$ cat src/rtl/btn_sw_pkg.sv
// Shared definitions for the debounced button/switch array.
package btn_sw_pkg;

    typedef enum logic {
        MODE_TOGGLE = 1'b0,
        MODE_PULSE  = 1'b1
    } mode_e;

    function automatic int unsigned cnt_width(input int unsigned db_cycles);
        return $clog2(db_cycles + 1);
    endfunction

endpackage

$ cat src/rtl/btn_sw_chan.sv
// One channel: 2-flop synchroniser, debounce counter, edge detect and the
// toggle/output registers.
module btn_sw_chan
    import btn_sw_pkg::*;
#(
    parameter int unsigned DB_CYCLES   = 16,
    parameter logic        RESETVAL    = 1'b0,
    parameter logic        NEGEDGESENS = 1'b0
) (
    input  logic clk,
    input  logic rst,
    input  logic en,
    input  logic in_i,
    input  logic mode_i,
    input  logic clr_i,
    output logic sw_o,
    output logic pulse_o
);

    localparam int unsigned   CW    = cnt_width(DB_CYCLES);
    localparam logic [CW-1:0] LIMIT = CW'(DB_CYCLES - 1);

    mode_e         mode_s;
    logic          sync1_q, sync2_q;
    logic          stb_q, stb_d;
    logic          stb_dly_q, stb_dly_d;
    logic [CW-1:0] cnt_q, cnt_d;
    logic          tog_q, tog_d;
    logic          sw_q, sw_d;
    logic          pulse_q, pulse_d;
    logic          act_edge, any_edge;

    assign mode_s   = mode_e'(mode_i);
    assign any_edge = stb_q ^ stb_dly_q;
    assign act_edge = NEGEDGESENS ? (~stb_q & stb_dly_q) : (stb_q & ~stb_dly_q);

    always_comb begin
        stb_d     = stb_q;
        stb_dly_d = stb_dly_q;
        cnt_d     = cnt_q;
        tog_d     = tog_q;
        sw_d      = sw_q;
        pulse_d   = 1'b0;
        if (en) begin
            if (sync2_q != stb_q) begin
                if (cnt_q == LIMIT) begin
                    stb_d = sync2_q;
                    cnt_d = '0;
                end else begin
                    cnt_d = cnt_q + 1'b1;
                end
            end else begin
                cnt_d = '0;
            end
            // stb_dly only advances while enabled, so an edge that lands just
            // before a freeze is still reported once en returns.
            stb_dly_d = stb_q;
            if (clr_i) begin
                tog_d = RESETVAL;
            end else if (mode_s == MODE_TOGGLE && act_edge) begin
                tog_d = ~tog_q;
            end
            pulse_d = (mode_s == MODE_PULSE) ? any_edge : act_edge;
            sw_d    = (mode_s == MODE_PULSE) ? stb_q : tog_d;
        end
    end

    always_ff @(posedge clk) begin
        if (rst) begin
            sync1_q   <= NEGEDGESENS;
            sync2_q   <= NEGEDGESENS;
            stb_q     <= NEGEDGESENS;
            stb_dly_q <= NEGEDGESENS;
            cnt_q     <= '0;
            tog_q     <= RESETVAL;
            sw_q      <= (mode_s == MODE_TOGGLE) ? RESETVAL : NEGEDGESENS;
            pulse_q   <= 1'b0;
        end else begin
            sync1_q   <= in_i;
            sync2_q   <= sync1_q;
            stb_q     <= stb_d;
            stb_dly_q <= stb_dly_d;
            cnt_q     <= cnt_d;
            tog_q     <= tog_d;
            sw_q      <= sw_d;
            pulse_q   <= pulse_d;
        end
    end

    assign sw_o    = sw_q;
    assign pulse_o = pulse_q;

endmodule

$ cat src/rtl/btn_sw_array.sv
// Array of CH independent debounced button/switch channels with per-channel
// toggle or pulse mode.
module btn_sw_array
    import btn_sw_pkg::*;
#(
    parameter int unsigned CH          = 4,
    parameter int unsigned DB_CYCLES   = 16,
    parameter logic        RESETVAL    = 1'b0,
    parameter logic        NEGEDGESENS = 1'b0
) (
    input  logic          clk,
    input  logic          rst,
    input  logic          en,
    input  logic [CH-1:0] in,
    input  logic [CH-1:0] mode,
    input  logic [CH-1:0] clr,
    output logic [CH-1:0] sw_out,
    output logic [CH-1:0] pulse_out
);

    for (genvar g = 0; g < CH; g++) begin : g_chan
        btn_sw_chan #(
            .DB_CYCLES  (DB_CYCLES),
            .RESETVAL   (RESETVAL),
            .NEGEDGESENS(NEGEDGESENS)
        ) u_chan (
            .clk    (clk),
            .rst    (rst),
            .en     (en),
            .in_i   (in[g]),
            .mode_i (mode[g]),
            .clr_i  (clr[g]),
            .sw_o   (sw_out[g]),
            .pulse_o(pulse_out[g])
        );
    end

endmodule

$ cat config.mk
export PLATFORM = sky130hd
export DESIGN_NAME = btn_sw_array
export DESIGN_NICKNAME = d
export VERILOG_FILES = /design/src/rtl/btn_sw_pkg.sv /design/src/rtl/btn_sw_chan.sv /design/src/rtl/btn_sw_array.sv
export SDC_FILE = /design/constraint.sdc
export NUM_CORES = 1
export LEC_CHECK = 0
export BUFFER_PORTS_ARGS = -buffer_cell sky130_fd_sc_hd__buf_2
export CAP_MARGIN = 40
export CORE_ASPECT_RATIO = 1.1
export CORE_MARGIN = 3
export CORE_UTILIZATION = 40
export CTS_BUF_LIST = sky130_fd_sc_hd__clkbuf_8
export CTS_CLUSTER_DIAMETER = 150
export DETAILED_ROUTE_END_ITERATION = 8
export PLACE_DENSITY = 0.61
export SYNTH_ARGS = -nofsm -noshare
export SYNTH_HDL_FRONTEND = slang
export SYNTH_HIERARCHICAL = 1
export SYNTH_SLANG_ARGS = --single-unit
export TNS_END_PERCENT = 50
$ cat constraint.sdc
create_clock -name clk -period 1.28 [get_ports clk]
set_input_delay 0.128 -clock clk [delete_from_list [all_inputs] [get_ports clk]]
set_output_delay 0.128 -clock clk [all_outputs]
set_load 0.01 [all_outputs]
==> run metrics <==
post-synth design cell area=2082 um2; worst-path cell chain=ha_4 -> and4b_2 -> nor3_4 -> buf_4 -> a22oi_1 -> nor2_1; Setup WS post-layout=0.006316 ns; RR Endpoint=g_chan[3].u_chan/cnt_q[1]; Port Buffers=22; diodes inserted=0; slew margin rel.=77.63%; final hold violation count=0; RSZ-0062 raised after global routing=yes; WHS Endpoint=g_chan[3].u_chan/sync1_q; sequential cell area fraction in the yosys report=46.15%; critical path type=register to register; post-synthesis compound-gate area fraction=12.74%; Critical Path End Type=register; post-synthesis simple-gate area fraction=25.24%; worst-skew pair later-pin latency=0.29 ns; row count=26; CP Data Required Time=1.46 ns; R2R cell count=6; Crit path largest cell delay=0.37 ns; WL/cell=11.66 um; synthesis warning total=6; Total GRT Usage=13.53%; P per Cell Area=985.3 nW/um2; Worst setup SP type=register; gp weighted congestion=0.7388; DR iter-0 viols=85; Worst Hold Class=input pin to register; FF-to-FF Start=g_chan[3].u_chan/cnt_q[1]; CTS Sinks=48; Tcrit/Tclk final=99.51%; gr ovfl total=0; I/O pin cnt=23; Initial DRT Pass Iterations=4; Initial Utilization=42.95%; Worst Hold Depth=2; DRC violations left=0; Area Growth Syn to Fin=26.26%; WL final=3861 um; synthesized instance count=232; Final setup viols=0; max-cap check violation count=0; vias per inst=5.163; XOR/XNOR share of the synthesized area=3.365%; Register-to-Register Setup Slack=0.006 ns; f_max=785.1 MHz; share of the synthesized area in the top cell type=46.15%; run status=completed; dpl hpwl=2465 um; Place WS=-0.02947 ns; Syn Area/Cell=8.974 um2; max-slew violations=0; CTS H-tree lvls=2; Layout Nets=297; slowest stage cell on the critical path=dfxtp_2; CP bufs+invs=1; Critical Path AT=1.46 ns; Final Skew=0.002207 ns; #FFs+latches synth=48; Hold Path Origin=in[3]; vias in the first global route=1558; Die Y=81.67 um; Final ANT Viol Nets=0; Top delay family on crit path=flip-flops; core box area=4847 um2; die footprint=6108 um2; leak pwr=1.036 nW; Clk pin slew, worst setup/hold paths=0.08 ns; Synth cell types=23; Synthesized Nets=255; Synth area leader=dfxtp_1; FILL cells=462; first-pass GRT wire length=6506 um; min cycle time layout=1.274 ns; Worst-Margin Slew=0.3352 ns; via count=1709; Max rail drop VDD=0.6017 mV; worst-path fanout max=4; TritonCTS Buffers=5; Post-Synth Adder-Cell Area=4.808%; largest family of logic cells by synthesized area=simple AND/OR/NAND/NOR gates; clk root buf=clkbuf_8; layout cells sized above 1=29.45%; top cells by area, synth=dfxtp_1 (46%), a21oi_1 (5.8%), ha_1 (4.8%), nor2_1 (4.3%), mux2i_1 (3.8%); TritonCTS clock tree=built; setup tns final=0 ns; Die X=74.79 um; post-synthesis mux area share=3.846%; initial antenna violation count=0; Max clock buf depth=2; pin count of the biggest net entering global routing=49
## synth_stat cells
| library cell | n |
|---|---|
| a211oi_1 | 4 |
| a21oi_1 | 24 |
| a22oi_1 | 4 |
| a31oi_1 | 4 |
| and3_1 | 4 |
| and3b_1 | 4 |
| and4b_1 | 4 |
| buf_2 | 4 |
| clkbuf_1 | 4 |
| dfxtp_1 | 48 |
| ha_1 | 8 |
| inv_1 | 12 |
| mux2i_1 | 8 |
| nand2_1 | 12 |
| nand3_1 | 8 |
| nor2_1 | 24 |
| nor2b_1 | 12 |
| nor3_1 | 8 |
| nor3_2 | 4 |
| nor4_1 | 4 |
| nor4b_1 | 8 |
| o21ai_0 | 12 |
| xnor2_1 | 8 |
## power by group
group | switching [mW] | internal [mW]
Clock | 0.466 | 0.425
Sequential | 0.0109 | 1.51
Combinational | 0.107 | 0.0725
## worst max-delay path by stage
stage	depth (start not counted)	to	start
CTS	5	g_chan[3].u_chan/cnt_q[3]	g_chan[3].u_chan/cnt_q[0]
floorplan	5	g_chan[0].u_chan/cnt_q[3]	g_chan[0].u_chan/cnt_q[0]
global route	6	g_chan[3].u_chan/cnt_q[0]	g_chan[3].u_chan/cnt_q[1]
detailed placement	5	g_chan[0].u_chan/tog_q	g_chan[0].u_chan/stb_q
finish	6	g_chan[3].u_chan/cnt_q[1]	g_chan[3].u_chan/cnt_q[1]
global placement	5	g_chan[3].u_chan/tog_q	g_chan[3].u_chan/stb_q
## routing by layer
layer | vias to the layer above | global-route usage (%) | wire length [um]
met5 | - | 0 | 0
met4 | 0 | 4.804 | 56
met3 | 5 | 4.039 | 99
met2 | 16 | 22.50 | 1768
met1 | 784 | 16.47 | 1937
li1 | 904 | - | -
## cell usage in the layout (no fill, tap or decap), drive strengths merged
master	instances
nand2	12
o21ai	12
nor4	4
buf	43
nor2b	12
and3	4
dfxtp	48
nor3	12
mux2i	8
and4b	4
nor4b	8
nand3	8
clkbuf	6
a31oi	4
inv	14
a22oi	4
xnor2	8
nor2	24
a21oi	24
and3b	4
ha	8
a211oi	4
## registers in the layout (all words and copies together), names as in the netlist
name and cells:
g_chan.u_chan/cnt_q 20, g_chan.u_chan/pulse_o 4, g_chan.u_chan/stb_q 4, g_chan.u_chan/sw_o 4, g_chan.u_chan/stb_dly_q 4, g_chan.u_chan/sync1_q 4, g_chan.u_chan/tog_q 4, g_chan.u_chan/sync2_q 4
## cell type report
cell class                      count  area (um2)  share of cell area, %
Tap cell                           56       70.07                  2.665
Timing Repair Buffer               43       280.3                  10.66
Multi-Input combinational cell    164        1162                  44.22
Inverter                           12       45.04                  1.713
Clock buffer                        6       82.58                  3.141
Clock inverter                      2       7.507                 0.2856
Sequential cell                    48       980.9                  37.32
## logic make-up (layout without fill, tap and decap cells)
group	Yosys count	after routing
AO/OA/AOI/OAI	48	48
XOR/XNOR	8	8
adder cells (fa/ha/maj)	8	8
buffers and inverters	20	63
flip-flops	48	48
multiplexers	8	8
AND/OR/NAND/NOR	92	92
## through the flow
stage	instance area [um2]	utilization (%)	hold slack [ns]	power [mW]	std cells
global placement	2360	48.68	0.3340	1.727	318
finish	2629	54.23	0.04139	2.590	331
global route	2629	54.23	0.04393	2.717	331
CTS	2457	50.70	0.02850	2.635	326
floorplan	2082	-	0.1996	1.649	232
detailed placement	2360	48.68	0.3425	1.729	318
## repair_timing
item,4_1_cts,5_1_grt
pin swaps,0,15
setup endpoints to repair,4,22
setup buffers,0,5
hold buffers,0,0
gates resized for setup,2,36
(Power assumes the default switching activity.)
